## src/rtl/cic_decimator_if.sv

```systemverilog
// I/Q sample bus for cic_decimator: full-rate input side and decimated output side.
interface cic_decimator_if #(
  parameter int BITS     = 16,
  parameter int OUT_BITS = 16
);
  logic                       in_valid;
  logic signed [BITS-1:0]     I_in;
  logic signed [BITS-1:0]     Q_in;
  logic                       out_valid;
  logic signed [OUT_BITS-1:0] I_out;
  logic signed [OUT_BITS-1:0] Q_out;

  modport master (
    output in_valid, I_in, Q_in,
    input  out_valid, I_out, Q_out
  );

  modport slave (
    input  in_valid, I_in, Q_in,
    output out_valid, I_out, Q_out
  );
endinterface

```

## src/rtl/cic_decimator.sv

```systemverilog
// Dual-channel (I/Q) CIC decimator, R = 2**LOG2_DECIM, M = 1, N = STAGES.
// Define CIC_ROUND_EN for a round-half-up, saturating trim (adds one output register).

module cic_lane #(
  parameter int BITS       = 16,
  parameter int STAGES     = 3,
  parameter int LOG2_DECIM = 6,
  parameter int OUT_BITS   = 16,
  parameter int PIPE       = 3
) (
  input  logic                clk,
  input  logic                rst_n,
  input  logic                in_valid,
  input  logic                dump,
  input  logic [PIPE-1:0]     stb,
  input  logic [BITS-1:0]     x,
  output logic [OUT_BITS-1:0] y
);
  localparam int W = BITS + STAGES*LOG2_DECIM;

  logic [STAGES-1:0][W-1:0] integ;
  // cs[0] is the latched integrator sample; cs[k] is the output of comb stage k
  logic [STAGES-1:0][W-1:0] cs;
  logic [STAGES-1:0][W-1:0] dly;
  logic [W-1:0]             x_ext;
  logic [W-1:0]             diff_last;
  logic                     unused_lo;

  assign x_ext     = {{(W-BITS){x[BITS-1]}}, x};
  assign diff_last = cs[STAGES-1] - dly[STAGES-1];

  // Modulo-2**W wrap is intended: the combs recover the exact result.
  always_ff @(posedge clk or negedge rst_n) begin
    if (!rst_n) begin
      integ <= '0;
    end else if (in_valid) begin
      integ[0] <= integ[0] + x_ext;
      for (int k = 1; k < STAGES; k++)
        integ[k] <= integ[k] + integ[k-1];
    end
  end

  always_ff @(posedge clk or negedge rst_n) begin
    if (!rst_n) begin
      cs  <= '0;
      dly <= '0;
    end else begin
      if (dump) cs[0] <= integ[STAGES-1];
      for (int k = 1; k < STAGES; k++) begin
        if (stb[k-1]) begin
          dly[k-1] <= cs[k-1];
          cs[k]    <= cs[k-1] - dly[k-1];
        end
      end
      if (stb[STAGES-1]) dly[STAGES-1] <= cs[STAGES-1];
    end
  end

`ifdef CIC_ROUND_EN
  localparam int SH = W - OUT_BITS;
  localparam logic [W:0] HALF = (SH > 0) ? ({{W{1'b0}}, 1'b1} << ((SH > 0) ? SH-1 : 0)) : '0;

  logic [W-1:0]      cs_last;
  logic [W:0]        rnd;
  logic [OUT_BITS:0] tr;

  // One guard bit above the sign so the rounding carry can be seen and saturated.
  assign rnd       = {cs_last[W-1], cs_last} + HALF;
  assign tr        = rnd[W:SH];
  assign unused_lo = ^rnd;

  always_ff @(posedge clk or negedge rst_n) begin
    if (!rst_n) begin
      cs_last <= '0;
      y       <= '0;
    end else begin
      if (stb[STAGES-1]) cs_last <= diff_last;
      if (stb[STAGES]) begin
        if (tr[OUT_BITS] != tr[OUT_BITS-1])
          y <= tr[OUT_BITS] ? {1'b1, {(OUT_BITS-1){1'b0}}} : {1'b0, {(OUT_BITS-1){1'b1}}};
        else
          y <= tr[OUT_BITS-1:0];
      end
    end
  end
`else
  assign unused_lo = ^diff_last;

  always_ff @(posedge clk or negedge rst_n) begin
    if (!rst_n)              y <= '0;
    else if (stb[STAGES-1])  y <= diff_last[W-1 -: OUT_BITS];
  end
`endif
endmodule

module cic_decimator #(
  parameter int BITS       = 16,
  parameter int STAGES     = 3,
  parameter int LOG2_DECIM = 6,
  parameter int OUT_BITS   = 16
) (
  input logic           CLK,
  input logic           RSTb,
  cic_decimator_if.slave bus
);
  localparam int NUM_LANES = 2;
`ifdef CIC_ROUND_EN
  localparam int PIPE = STAGES + 1;
`else
  localparam int PIPE = STAGES;
`endif

  logic [LOG2_DECIM-1:0]              cnt;
  logic                               dump;
  logic [PIPE:0]                      vld_pipe;
  logic [NUM_LANES-1:0][BITS-1:0]     x_l;
  logic [NUM_LANES-1:0][OUT_BITS-1:0] y_l;

  // Last accepted sample of a frame: latch integrators and launch the comb strobe.
  assign dump = bus.in_valid && (&cnt);
  assign x_l  = {bus.Q_in, bus.I_in};

  always_ff @(posedge CLK or negedge RSTb) begin
    if (!RSTb) begin
      cnt      <= '0;
      vld_pipe <= '0;
    end else begin
      if (bus.in_valid) cnt <= cnt + LOG2_DECIM'(1);
      vld_pipe <= {vld_pipe[PIPE-1:0], dump};
    end
  end

  for (genvar g = 0; g < NUM_LANES; g++) begin : g_lane
    cic_lane #(
      .BITS       (BITS),
      .STAGES     (STAGES),
      .LOG2_DECIM (LOG2_DECIM),
      .OUT_BITS   (OUT_BITS),
      .PIPE       (PIPE)
    ) u_lane (
      .clk      (CLK),
      .rst_n    (RSTb),
      .in_valid (bus.in_valid),
      .dump     (dump),
      .stb      (vld_pipe[PIPE-1:0]),
      .x        (x_l[g]),
      .y        (y_l[g])
    );
  end

  assign bus.out_valid = vld_pipe[PIPE];
  assign bus.I_out     = y_l[0];
  assign bus.Q_out     = y_l[1];
endmodule

```

## src/flat_wrapper.sv

```systemverilog
// flat-port wrapper written by rule: the top's interface ports become plain ports
module cic_decimator_flat 
#(
  parameter int BITS       = 16,
  parameter int STAGES     = 3,
  parameter int LOG2_DECIM = 6,
  parameter int OUT_BITS   = 16
)
  (CLK, RSTb, bus_in_valid, bus_I_in, bus_Q_in, bus_out_valid, bus_I_out, bus_Q_out);
  cic_decimator_if #(.BITS(BITS), .OUT_BITS(OUT_BITS)) bus_i ();
  input logic CLK;
  input logic RSTb;
  input wire logic [$bits(bus_i.in_valid)-1:0] bus_in_valid;
  input wire logic [$bits(bus_i.I_in)-1:0] bus_I_in;
  input wire logic [$bits(bus_i.Q_in)-1:0] bus_Q_in;
  output wire logic [$bits(bus_i.out_valid)-1:0] bus_out_valid;
  output wire logic [$bits(bus_i.I_out)-1:0] bus_I_out;
  output wire logic [$bits(bus_i.Q_out)-1:0] bus_Q_out;
  assign bus_i.in_valid = bus_in_valid;
  assign bus_i.I_in = bus_I_in;
  assign bus_i.Q_in = bus_Q_in;
  assign bus_out_valid = bus_i.out_valid;
  assign bus_I_out = bus_i.I_out;
  assign bus_Q_out = bus_i.Q_out;
  cic_decimator #(.BITS(BITS), .STAGES(STAGES), .LOG2_DECIM(LOG2_DECIM), .OUT_BITS(OUT_BITS)) u_core (.CLK(CLK), .RSTb(RSTb), .bus(bus_i));
endmodule
```

## config.mk

```make
export PLATFORM = sky130hd
export DESIGN_NAME = cic_decimator_flat
export DESIGN_NICKNAME = d
export VERILOG_FILES = /design/src/rtl/cic_decimator_if.sv /design/src/rtl/cic_decimator.sv /design/src/flat_wrapper.sv
export SDC_FILE = /design/constraint.sdc
export NUM_CORES = 2
export LEC_CHECK = 0
export ABC_CLOCK_PERIOD_IN_PS = 4000
export BUFFER_PORTS_ARGS = -buffer_cell sky130_fd_sc_hd__buf_2
export CORE_MARGIN = 1
export CORE_UTILIZATION = 33
export CTS_CLUSTER_DIAMETER = 150
export DETAILED_ROUTE_END_ITERATION = 10
export PLACE_DENSITY = 0.53
export SYNTH_ARGS = -nofsm -noshare
export SYNTH_HDL_FRONTEND = slang
export SYNTH_SLANG_ARGS = --single-unit
```

## constraint.sdc

```tcl
create_clock -name CLK -period 4 [get_ports CLK]
set_input_delay 0.2 -clock CLK [delete_from_list [all_inputs] [get_ports CLK]]
set_output_delay 0.2 -clock CLK [all_outputs]
set_load 0.02 [all_outputs]
```

==> results by stage <==
Routing:
- The first-pass detailed-route iteration total is 5.
- The detailed-route wire length per cell is roughly 14 um.
- For this block, the routed nets add up to 90000 um of wire.
- Using the TritonRoute via totals, the vias-per-cell ratio works out to 4.97.
- The number of DRC violations after detailed routing is 0.
- The starting DRC count in detailed routing is about 1600.
- The detail route stage leaves a number of antenna-violating nets equal to 0.
- The via count is about 31000.

STA:
- The fraction of the cycle the final worst path needs is 0.876.
- The total negative slack for setup checks is 0 ps.
- Setup repair after global routing left no endpoint under its margin.
- At the pin with the least slew margin, the transition time is approximately 960 ps.
- On the final layout, the worst clock skew is 25.7 ps.
- The slack of the critical path is 497 ps.
- The minimum period implied by the final worst setup slack is 3500 ps.
- The max-slew violation total from the final report is 0.
- Setup violations remaining at the end of the flow were counted as 0.
- The number of hold violations in the final report came to 0.
- Timing would allow up to around 290 MHz.
- The worst-case headroom to the max-slew limit is 0.345.

Floorplanning:
- The total core area is between 100000 and 150000 um2.
- For this configuration, the core starts out at a cell density of 0.335.
- The total number of placement rows is 131.
- The die outline width is about 360 um.
- The number of I/O pins is 68.
- The overall die height is roughly 360 um.
- The die footprint is 132000 um2.

Logic synthesis:
- After synthesis, the netlist uses 94 different library cells.
- The share of the Yosys chip area taken by registers is 0.381.
- Counting flops and latches in the post-synthesis netlist gives 654.
- Of all cell types, the one taking the most synthesized area is dfrtp_1.
- The share of the synthesized area in the top cell type is 0.381.
- The async set-or-reset flop fraction in the synthesized netlist is 1.00.
- The number of synthesized flops with an enable pin is 0.
- In this run the mean area of a mapped cell was 9.55 um2.
- The synthesized netlist cell count is 4495.
- For this run, the number of Yosys warnings is 0.
- After synthesis, the cell types taking the most area are dfrtp_1 (38%), ha_1 (12%), mux2_2 (8.7%).
- The most used flip-flop cell after synthesis is dfrtp_1.
- The synthesized netlist occupies a cell area of 42900 um2.
- The synthesized netlist net count is 4935.

Layout:
- In the final layout, the share of cells above drive strength 1 is 0.134.
- In the layout the commonest cells are dfrtp_1 (651), nand2_1 (441), ha_1 (395), o21ai_0 (360), mux2_2 (332).
- The number of filler instances in the final layout is 12807.
- At the end of the flow the core is filled with cells to 0.374.
- The growth of design area from synthesis to finish is 11.7%.
- The number of nets in the finished design is 4972.
- The sequential cells in the finished layout cover a total of 16400 um2.
- The area taken by multi-input logic gates is ~25000 um2.
- The commonest non-fill, non-tap cell in the layout is dfrtp_1.
- The non-filler instance count after layout is 6322.

Clock network:
- The clock net sink count is 654.
- The clock insertion delay at the later pin of the skew report is 640 ps.
- After clock tree synthesis, the repair step resized 0 gates.
- The clock tree from TritonCTS is yes.
- The clock input transition at the sequential cells of the worst setup and hold paths is 70 ps.
- Post-CTS timing repair inserted 0 buffers for setup.
- The buffer depth of the longest clock path is 3.
- The root buffer cell chosen for the clock tree is clkbuf_16.
- Counting the buffers created by CTS gives 76.
- The H-tree was split into 3 levels.

Outcome:
- The flow ran to the end, and the final reports show no timing, DRC or antenna violations.

Setup path:
- The type of the setup path with the least slack is flop to flop.
- For this run, the slowest stage of the critical path takes 420 ps.
- The kind of start point of the critical path is a flop.
- The cell family contributing the most delay on the critical path is compound AO/OA/AOI/OAI gates.
- Walking the worst path, the cells encountered are inv_1 -> ha_1 -> inv_1 -> fa_1 -> a211oi_1 -> o211ai_1 -> a41oi_1 -> a2bb2oi_1 -> o31ai_1 -> o21a_1 -> a311oi_2 -> a21oi_1 -> xnor2_1 -> a21oi_1.
- The number of buffers and inverters on the critical path is 2.
- Measured in cells, the most critical reg-to-reg path has a length of 14.
- For this design, the slowest cell found on the critical path is fa_1.
- The category of the worst setup path capture point is a flop.
- Along the worst path, the maximum fanout reaches 4.
- Data arrives at the worst endpoint at 3990 ps.
- For the worst setup path, the data required time is roughly 4500 ps.
- Counting buffers and inverters, the worst setup path is 14 cells deep.

Power:
- The maximum resistive drop on vdd is roughly 0.00035 V.
- The ratio of total power to cell area is roughly 820 nW/um2.
- The total power is 39500 uW.
- The leakage component of the power is 0.0225 uW.

Place:
- The number of port buffers is 67.
- The placed instance count is 6178.
- The post-DP HPWL is 65800 um.
- The weighted congestion at the end of routability-driven global placement is 0.838.
- The pre-CTS worst setup slack is 433 ps.

Global route:
- Entering global routing, the biggest net connects 125 pins.
- The total routing resource utilization after global routing is 0.138.
- The remaining global-route overflow is 0.
- The first-pass GRT wire length is 155000 um.
- The via count of the first global-routing pass is 30363.
- The initial antenna violation count is 0.

Flow run:
- Across the run, the number of max-cap violations was 0.

Worst hold path:
- The worst hold path was traced through 4 stages.
- The path type of the worst min-delay path is input pin to flop.
state kept, by name, indices dropped and copies added (netlist names):
signal	count
u_core.g_lane.u_lane.cs	204
u_core.g_lane.u_lane.dly	204
u_core.g_lane.u_lane.integ	204
u_core.g_lane.u_lane.y	32
u_core.cnt	6
u_core.vld_pipe	4
cell type report:
type / count / share of cell area
clock buffers: 96 / 0.0433
clock inverters: 42 / 0.0118
flip-flops and latches: 654 / 0.342
multi-input cells: 3388 / 0.519
repair buffers: 98 / 0.0146
inverters: 314 / 0.0246
well taps: 1729 / 0.0451
diodes: 1 / 0.0000522
kinds of logic after synthesis:
| logic type | synth area share |
|---|---|
| xor+xnor | 0.0614 |
| simple gates | 0.113 |
| compound gates | 0.195 |
| mux | 0.0899 |
| flops | 0.381 |
| buf+inv | 0.0396 |
| fa+ha+maj | 0.120 |
repair_timing:
| item | 4_1_cts | 5_1_grt |
|---|---|---|
| hold buffers | 5 | 0 |
| hold endpoints to repair | 82 | 0 |
| setup endpoints to repair | 0 | 0 |
worst register-to-register path, cell delays in order, from the launching register on:
cell and delay (ps):
dfrtp_1 380, inv_1 90, ha_1 170, inv_1 60, fa_1 420, a211oi_1 300
o211ai_1 160, a41oi_1 370, a2bb2oi_1 300, o31ai_1 140, o21a_1 270, a311oi_2 320
a21oi_1 130, xnor2_1 150, a21oi_1 80
synthesized netlist by cell type (21+ instances only):
master    instances
dfrtp_1         654
nand2_1         441
ha_1            395
o21ai_0         360
mux2_2          332
a21oi_1         329
inv_1           313
xnor2_1         203
nor2_1          177
a21o_1          175
clkbuf_1        117
xor2_1           98
nand3_1          58
nor3_1           51
o21bai_1         50
nor2b_1          48
and3_1           45
a31oi_1          44
nand4_1          44
o31ai_1          43
o21a_1           40
nand2b_1         36
o211ai_1         35
a211oi_1         34
or3_1            25
and2_1           22
buf_1            21
routing by layer:
metal  vias up  wire length, um  track usage
li1      16331                -            -
met1     14574            48900        0.209
met2       379            36700        0.204
met3       129             2510       0.0166
met4         0             1860       0.0392
met5         -                0            0
through the flow:
step / hold WS, ps / area [um2]
floorplan: -95.6 / 42900
CTS: 27.8 / 47900
global route: 69.7 / 47900
global placement: 310 / 45300
finish: 60.5 / 47900
detailed placement: 300 / 45300
final timing paths:
path,startpoint,slack [ps],endpoint
worst min-delay path,bus_Q_in[6],60,u_core.g_lane[1].u_lane.integ[6]
worst min register to register,u_core.cnt[5],470,u_core.cnt[5]
max in group asynchronous,RSTb,2820,u_core.g_lane[0].u_lane.integ[12]
min in group asynchronous,RSTb,230,u_core.g_lane[1].u_lane.dly[75]
worst max-delay path,u_core.g_lane[1].u_lane.cs[0],500,u_core.g_lane[1].u_lane.cs[66]
worst max register to register,u_core.g_lane[1].u_lane.cs[0],500,u_core.g_lane[1].u_lane.cs[66]
report_power, final:
group          internal, uW  leakage [uW]  switching (uW)  total, uW
clock                  4470       0.00129            2890       7360
sequential             8070       0.00865            1410       9480
combinational         10800        0.0125           11900      22700
total                 23300        0.0225           16100      39500
Note: power is estimated with default switching activity, not from simulation.
